**config.mk**
```make
export PLATFORM = sky130hd
export DESIGN_NAME = qed_dup_controller
export DESIGN_NICKNAME = d
export VERILOG_FILES = /design/src/rtl/qed_dup_controller_pkg.sv /design/src/rtl/qed_dup_controller_drain_timer.sv /design/src/rtl/qed_dup_controller.sv
export SDC_FILE = /design/constraint.sdc
export NUM_CORES = 1
export LEC_CHECK = 0
export CAP_MARGIN = 20
export CELL_PAD_IN_SITES_DETAIL_PLACEMENT = 0
export CELL_PAD_IN_SITES_GLOBAL_PLACEMENT = 1
export CORE_MARGIN = 2
export CORE_UTILIZATION = 28
export DETAILED_ROUTE_END_ITERATION = 8
export DONT_BUFFER_PORTS = 1
export PLACE_DENSITY_LB_ADDON = 0.1
export SYNTH_ARGS = -nofsm -noshare
export SYNTH_HDL_FRONTEND = slang
export SYNTH_SLANG_ARGS = --single-unit
```
**constraint.sdc**
```tcl
create_clock -name clk -period 3.15 [get_ports clk]
set_clock_uncertainty 0.05 [all_clocks]
set_input_delay 0.63 -clock clk [delete_from_list [all_inputs] [get_ports clk]]
set_output_delay 0.63 -clock clk [all_outputs]
set_load 0.01 [all_outputs]
```
**src/rtl/qed_dup_controller_pkg.sv**
```systemverilog
// Shared definitions for the SQED duplicate-phase controller: FSM state
// encodings and default sizing for the original/duplicate counters.
package qed_dup_controller_pkg;

  localparam int QED_DEPTH_DEF        = 16;
  localparam int QED_CNT_W_DEF        = 5;
  localparam int QED_DRAIN_CYCLES_DEF = 5;

  typedef enum logic [2:0] {
    QED_ST_IDLE  = 3'd0,
    QED_ST_ORIG  = 3'd1,
    QED_ST_DUP   = 3'd2,
    QED_ST_DRAIN = 3'd3,
    QED_ST_DONE  = 3'd4
  } qed_state_e;

endpackage

```
**src/rtl/qed_dup_controller_drain_timer.sv**
```systemverilog
// Drain timer: loads a fixed cycle count, counts down every cycle without
// regard to pipeline stalls, and flags the last cycle of the window (count==1).
module qed_drain_timer #(
  parameter int CYCLES = 5
) (
  input  logic clk,
  input  logic rst,
  input  logic clr,
  input  logic load,
  output logic done
);

  localparam int W = (CYCLES < 2) ? 1 : $clog2(CYCLES + 1);

  logic [W-1:0] count;

  // Down-counter: clear wins over load, load wins over decrement; parks at zero.
  always_ff @(posedge clk or posedge rst) begin
    if (rst) begin
      count <= '0;
    end else if (clr) begin
      count <= '0;
    end else if (load) begin
      count <= W'(CYCLES);
    end else if (count != '0) begin
      count <= count - 1'b1;
    end
  end

  assign done = (count == W'(1));

endmodule

```
**src/rtl/qed_dup_controller.sv**
```systemverilog
// SQED phase sequencer: counts originals fetched, switches the QED front end
// into duplicate mode, counts replayed duplicates, holds fetch while the
// pipeline drains and then pulses qed_ready for the property checker.
module qed_dup_controller
  import qed_dup_controller_pkg::*;
#(
  parameter int DEPTH        = QED_DEPTH_DEF,
  parameter int CNT_W        = QED_CNT_W_DEF,
  parameter int DRAIN_CYCLES = QED_DRAIN_CYCLES_DEF
) (
  input  logic             clk,
  input  logic             rst,
  input  logic             ena,
  input  logic             if_fire,
  input  logic             vld_out,
  input  logic             switch_req,
  output logic             exec_dup,
  output logic             fetch_hold,
  output logic             qed_ready,
  output logic             err_replay,
  output logic [CNT_W-1:0] orig_cnt,
  output logic [CNT_W-1:0] dup_cnt,
  output logic [2:0]       state
);

  qed_state_e state_q;

  logic cnt_full;
  logic dup_caught;
  logic fire_ok;
  logic violation;
  logic go_dup;
  logic dup_last;
  logic timer_load;
  logic timer_clr;
  logic timer_done;

  assign cnt_full   = (orig_cnt == CNT_W'(DEPTH));
  assign dup_caught = (dup_cnt == orig_cnt);
  assign fire_ok    = if_fire & ~fetch_hold;
  assign violation  = if_fire & fetch_hold;
  assign go_dup     = (switch_req & ((orig_cnt != '0) | fire_ok)) | cnt_full;
  assign dup_last   = ((dup_cnt + CNT_W'(fire_ok)) == orig_cnt);
  assign timer_load = (state_q == QED_ST_DUP) & ena & dup_last;
  assign timer_clr  = ~ena;
  assign state      = state_q;

  // Fetch is held when originals are full, duplicates have caught up, or while draining.
  always_comb begin
    fetch_hold = 1'b0;
    case (state_q)
      QED_ST_IDLE:  fetch_hold = 1'b0;
      QED_ST_ORIG:  fetch_hold = cnt_full;
      QED_ST_DUP:   fetch_hold = dup_caught;
      QED_ST_DRAIN: fetch_hold = 1'b1;
      QED_ST_DONE:  fetch_hold = 1'b1;
      default:      fetch_hold = 1'b0;
    endcase
  end

  // Phase FSM with counters and registered exec_dup/qed_ready; ena low aborts the phase.
  always_ff @(posedge clk or posedge rst) begin
    if (rst) begin
      state_q   <= QED_ST_IDLE;
      exec_dup  <= 1'b0;
      qed_ready <= 1'b0;
      orig_cnt  <= '0;
      dup_cnt   <= '0;
    end else if ((state_q != QED_ST_IDLE) && !ena) begin
      state_q   <= QED_ST_IDLE;
      exec_dup  <= 1'b0;
      qed_ready <= 1'b0;
      orig_cnt  <= '0;
      dup_cnt   <= '0;
    end else begin
      qed_ready <= 1'b0;
      case (state_q)
        QED_ST_IDLE: begin
          orig_cnt <= '0;
          dup_cnt  <= '0;
          if (ena) begin
            state_q <= QED_ST_ORIG;
          end
        end
        QED_ST_ORIG: begin
          if (fire_ok && !cnt_full) begin
            orig_cnt <= orig_cnt + 1'b1;
          end
          if (go_dup) begin
            state_q  <= QED_ST_DUP;
            exec_dup <= 1'b1;
          end
        end
        QED_ST_DUP: begin
          if (fire_ok && (dup_cnt != CNT_W'(DEPTH))) begin
            dup_cnt <= dup_cnt + 1'b1;
          end
          if (dup_last) begin
            state_q  <= QED_ST_DRAIN;
            exec_dup <= 1'b0;
          end
        end
        QED_ST_DRAIN: begin
          if (timer_done) begin
            state_q   <= QED_ST_DONE;
            qed_ready <= 1'b1;
          end
        end
        QED_ST_DONE: begin
          orig_cnt <= '0;
          dup_cnt  <= '0;
          state_q  <= QED_ST_ORIG;
        end
        default: begin
          state_q  <= QED_ST_IDLE;
          exec_dup <= 1'b0;
          orig_cnt <= '0;
          dup_cnt  <= '0;
        end
      endcase
    end
  end

  // Sticky error: fetch while held, or a duplicate fetched with no valid replay entry.
  always_ff @(posedge clk or posedge rst) begin
    if (rst) begin
      err_replay <= 1'b0;
    end else if (violation || ((state_q == QED_ST_DUP) && fire_ok && !vld_out)) begin
      err_replay <= 1'b1;
    end
  end

  qed_drain_timer #(
    .CYCLES (DRAIN_CYCLES)
  ) u_drain_timer (
    .clk  (clk),
    .rst  (rst),
    .clr  (timer_clr),
    .load (timer_load),
    .done (timer_done)
  );

endmodule

```
======== Word-level counts from Yosys, hierarchy flattened ========
Index checks and enable logic that the tools add are counted.
operators by class
  $add $sub $neg .......................... 4
  multiply operators ...................... 0
  div/mod/pow operators ................... 0
  $lt $le $gt $ge ......................... 0
  equality and inequality tests ........... 19
  shifts and indexed selects .............. 0
  muxes and demuxes ....................... 23
  bitwise operators ....................... 8
  reductions and logical operators ........ 21
operators with widths
  cell                                                             count
  3-bit 2-to-1 mux                                                 8
  5-bit 2-to-1 mux                                                 4
  5-bit one-hot mux with 2 select lines                            2
  3-bit one-hot mux with 5 select lines                            1
  3-bit != test, second input constant                             4
  5-bit by 1-bit adder with 5-bit output, second input constant    2
  5-bit == test                                                    2
  3-bit by 1-bit == test with 1-bit output, second input constant  2
  3-bit by 2-bit == test with 1-bit output, second input constant  2
  1-bit 2-to-1 mux                                                 6
  2-bit by 1-bit != test with 1-bit output, second input constant  3
  3-bit by 1-bit != test with 1-bit output, second input constant  2
  1-bit one-hot mux with 3 select lines                            2
  3-bit nonzero test                                               2
  2-bit OR reduction                                               3
  5-bit by 1-bit adder with 5-bit output                           1
  1-bit AND                                                        5
  5-bit == test, second input constant                             1
  1-bit logical AND                                                5
  5-bit != test, second input constant                             1
  5-bit nonzero test                                               1
  2-bit AND reduction                                              2
  4-bit AND reduction                                              1
  3-bit == test, second input constant                             1
  other kinds (9)                                                  12
storage, ports and cells
  bits in registers ....................... 19
  bits in latches ......................... 0
  memory bits (writable) .................. 0
  memory bits (read-only) ................. 0
  input bits .............................. 6
  output and inout bits ................... 17
  logic and storage cells ................. 82
  memories ................................ 0

======== Depth between registers and ports, before layout ========
  depth in word-level cells ............... 11
  depth in mapped cells ................... 14
  mapped depth without buffers ............ 13

======== By module ========
Synthesis repeated with hierarchy kept, for this count alone.
second synthesis, totals
  cell total of the unflattened synthesis .. 156
  area total of the unflattened synthesis .. 1433.9 um^2
by module, submodules not included
  module              times used  cells an instance  area each (um^2)  sequential area each (um^2)
  qed_dup_controller  1           136                1223.7            400.4
  qed_drain_timer     1           20                 210.2             75.1

======== Worst setup path before layout ========
No wires, ideal clock.
  path type ............................... register to register
  start point ............................. reg orig_cnt[0]
  end point ............................... reg exec_dup
  setup time .............................. 121 ps
  data arrival time ....................... 3122 ps
  data required time ...................... 2979 ps
  slack ................................... -143 ps
  cell stages (with the launch flop) ...... 15
  path buffers ............................ 1
  clock period less this slack ............ 3293 ps
  cells stage by stage .................... dfrtp_1 > inv_1 > ha_1 > nand4bb_4 > o32a_4 > o211ai_4 > buf_6 > inv_1 > ha_1 > ha_1 > nor2b_1 > or3_1 > a311oi_2 > o221ai_1 > a22o_1
on the way
  cells in the longest elaborated chain, start to end .. 9
  elaborated cells on any way between the ends .. 14
  those cells by class .................... add/sub: 1; eq/ne: 5; mux: 1; bitwise: 5; reduce/logical: 2
RTL lines
  what                                                                                            line                      text
  from (decl)                                                                                     qed_dup_controller.sv:21  output logic [CNT_W-1:0] orig_cnt,
  from (signal assigned)                                                                          qed_dup_controller.sv:87  orig_cnt <= orig_cnt + 1'b1;
  parallel branches: the longest is 8 deep, another holds 5-bit by 1-bit adder with 5-bit output  -
  3-bit AND reduction (no source line) (*)                                                        -
  to (signal assigned)                                                                            qed_dup_controller.sv:65  exec_dup <= 1'b0;
  to (signal assigned)                                                                            qed_dup_controller.sv:71  exec_dup <= 1'b0;
  to (signal assigned)                                                                            qed_dup_controller.sv:91  exec_dup <= 1'b1;
  to (decl)                                                                                       qed_dup_controller.sv:17  output logic exec_dup,
Every way passes the cells marked *.
A chain may end at the register's enable or synchronous reset.

======== Final worst setup path ========
  start point ............................. reg orig_cnt[1]
  end point ............................... reg exec_dup
Same word-level chain as after synthesis.

==> summary.md <==
| Metric | Value |
|---|---|
| Initial antenna violation count | `0` |
| Critical Path RT | `3.25 ns` |
| Ordered cell list for the critical path | `inv_2 > ha_4 > nand4bb_4 > o32a_4 > o211ai_4 > inv_1 > ha_2 > ha_4 > nor2b_1 > or3_1 > a311oi_2 > o221ai_1 > a22o_1` |
| Multi-input logic area | `around 920 sq um` |
| LEAKAGE | `0.715 nW` |
| Synth Instances | `between 100 and 150` |
| Post-synthesis register bit count | `19` |
| Vias in the first global route | `1,171` |
| Share of the synthesized area in the top cell type | `33.2%` |
| Root buffer cell | `clkbuf_8` |
| Layout net count | `between 150 and 200` |
| Vias post-DR | `1,148` |
| Post-synth ARST share | `100%` |
| Max-slew violations | `0` |
| CTS tree | `done` |
| Area grow syn2layout | `17.8%` |
| WL final | `3.76 mm` |
| Die height | `75.5 um` |
| 1st-iter DRT viols | `a little over 70` |
| Top FF cell, synth | `dfrtp_1` |
| Initial Util | `28.6%` |
| Fin crit period | `between 3 and 4 ns` |
| Hold WC Path Type | `input pin to asynchronous set/reset pin` |
| Main area contributors after synthesis | `dfrtp_1 33%, ha_1 7.9%, xnor2_1 4.9%` |
| Total gr overflow | `0` |
| Distinct cells, synth | `48` |
| GPL Wtd Cong | `0.790` |
| # setup viols final | `0` |
| Seq/Total Area, Yosys | `between 30% and 40%` |
| Routed Antenna Nets | `0` |
| DIE AREA | `approximately 5700 sq um` |
| CTS clock-pin slew for the worst setup and hold paths | `0.08 ns` |
| Final Cell Area | `1690 sq um` |
| Max Freq | `0.333 GHz` |
| CTS hold repair buffers | `0` |
| Status | `finished clean` |
| DRC viols | `0` |
| Die width | `75.5 um` |
| Peak VDD IR | `0.207 mV` |
| Element type at the critical path start | `flip-flop` |
| Yosys top cell by area | `dfrtp_1` |
| DP Area | `1600 sq um` |
| Most frequent CP cell | `ha_4` |
| Diode count | `0` |
| Max-cap violations | `0` |
| Layout cells sized above 1 | `between 20% and 30%` |
| Post-Syn Area per Cell | `9.61 sq um` |
| Register area | `~480 sq um` |
| Largest net degree at the start of global routing | `20` |
| Critical Path AT | `3.10 ns` |
| CP Capture Type | `flip-flop` |
| Count leader, synth | `dfrtp_1` |
| # IOs | `23` |
| Fillers | `548` |
| Actual slew at the worst max-slew pin | `between 0.7 and 0.8 ns` |
| Slowest cell on crit path | `dfrtp_2` |
| Final hold violation count | `0` |
| Post-synth EDFFs | `0` |
| Core Box Area | `approximately 5000 sq um` |
| DR WL/cell | `between 15 and 20 um` |
| Global-route wire length before repair | `6.00 mm` |
| Crit-path max FO | `4` |
| Most frequent cells after synthesis | `19 x dfrtp_1, 17 x nand2_1, 9 x ha_1` |
| Post-Syn Nets | `164` |
| Pwr Density | `451 nW/um^2` |
| Number of synthesis warnings | `0` |
| Clock Path Buffers | `2` |
| Period utilisation layout | `95.3%` |
| Relative slew slack | `between 40 and 50%` |
| CTS Sinks | `19` |
| Class of the most critical setup path | `flip-flop to flip-flop` |
| Post-DP HPWL | `2.89 mm` |
| CTS H-tree lvls | `1` |
| Sum Neg Setup Slack | `0 ns` |
| Port buffer count | `0` |
| Total GRT Usage | `14.2%` |
| TritonCTS Buffers | `3` |
| CP max stage delay | `0.43 ns` |
| Placement Rows | `26` |
| Worst skew pair latency | `~0.26 ns` |
| Synth Cell Area | `1430 sq um` |
| Post-DR vias/cell | `4.91` |
| Pre-antenna DRT Iters | `4` |
sequential cells by signal, summed over array words and instances (netlist names):
register,count
qed_ready,1
state,3
dup_cnt,5
orig_cnt,5
err_replay,1
u_drain_timer.count,3
exec_dup,1
power by group:
group | switching (mW) | total [mW] | leakage [nW] | internal (mW)
Combinational | 0.153 | 0.281 | 0.445 | 0.127
Clock | 0.0873 | 0.177 | 0.0228 | 0.0901
Sequential | 0.0283 | 0.302 | 0.248 | 0.274
final timing paths:
kind,startpoint,slack [ns],cells past startpoint,endpoint
worst max-delay path,orig_cnt[1],0.15,13,exec_dup
worst min register to register,err_replay,0.47,1,err_replay
min in group clk,if_fire,0.43,1,err_replay
worst min-delay path,rst,0.35,1,state[0]
worst max register to register,orig_cnt[1],0.15,13,exec_dup
max in group asynchronous,rst,2.17,1,orig_cnt[0]
stage by stage:
stage	hold WS, ns	utilization [%]	instances	worst slack [ns]	total power [mW]
after detailed placement	0.466	31.8	228	0.0583	0.586
after global placement	0.463	31.8	228	0.133	0.578
after global routing	0.413	33.7	234	-0.00374	0.816
after CTS	0.374	32.7	232	0.0194	0.765
final	0.345	33.7	234	0.147	0.760
after floorplan	0.443	-	149	0.0282	0.519
cell type report:
class	instances	share of cell area [%]
clock buffer	4	2.67
tap	70	5.19
timing repair buffer	17	7.57
multi-input combinational	116	54.4
inverter	8	1.78
sequential	19	28.4
worst max-delay path: cells and delay by family, from the launching register on:
family | cells | cell delay (ns)
buf+inv | 2 | 0.14
flops | 1 | 0.43
fa+ha+maj | 3 | 0.52
simple gates | 3 | 0.57
compound gates | 5 | 1.19
logic make-up (layout without fill, tap and decap cells):
family	count (synthesis)	after routing	synth area share (%)
adders and majority gates	9	9	7.87
xor gates and xnor gates	9	9	5.51
AOI/OAI and AO/OA	30	30	16.7
muxes	4	4	2.97
buffers and inverters	14	29	5.16
DFF	19	19	33.2
and+or+nand+nor	64	64	28.6
placed cells by master, fill, tap and decap left out, drive strengths merged, types with 3 or more instances in the layout:
cell    instances
nor4            3
nand3           5
or3             4
nor2b           6
inv             8
xnor2           8
dfrtp          19
nor2            6
ha              9
buf            17
o21ai           6
o211ai          3
nand2          17
clkbuf          4
nand2b          6
a21oi           7
metal layers:
metal	share of wire, %	track usage, %
met5	0	0
met4	0.45	2.73
met3	4.4	4.23
met2	51	24.3
met1	44	17.9
what timing repair did:
item                       CTS  global route
setup endpoints to repair    0             2
setup buffers                0             2
resized for setup            0             7
No activity file was read; power rests on OpenSTA's default activity.
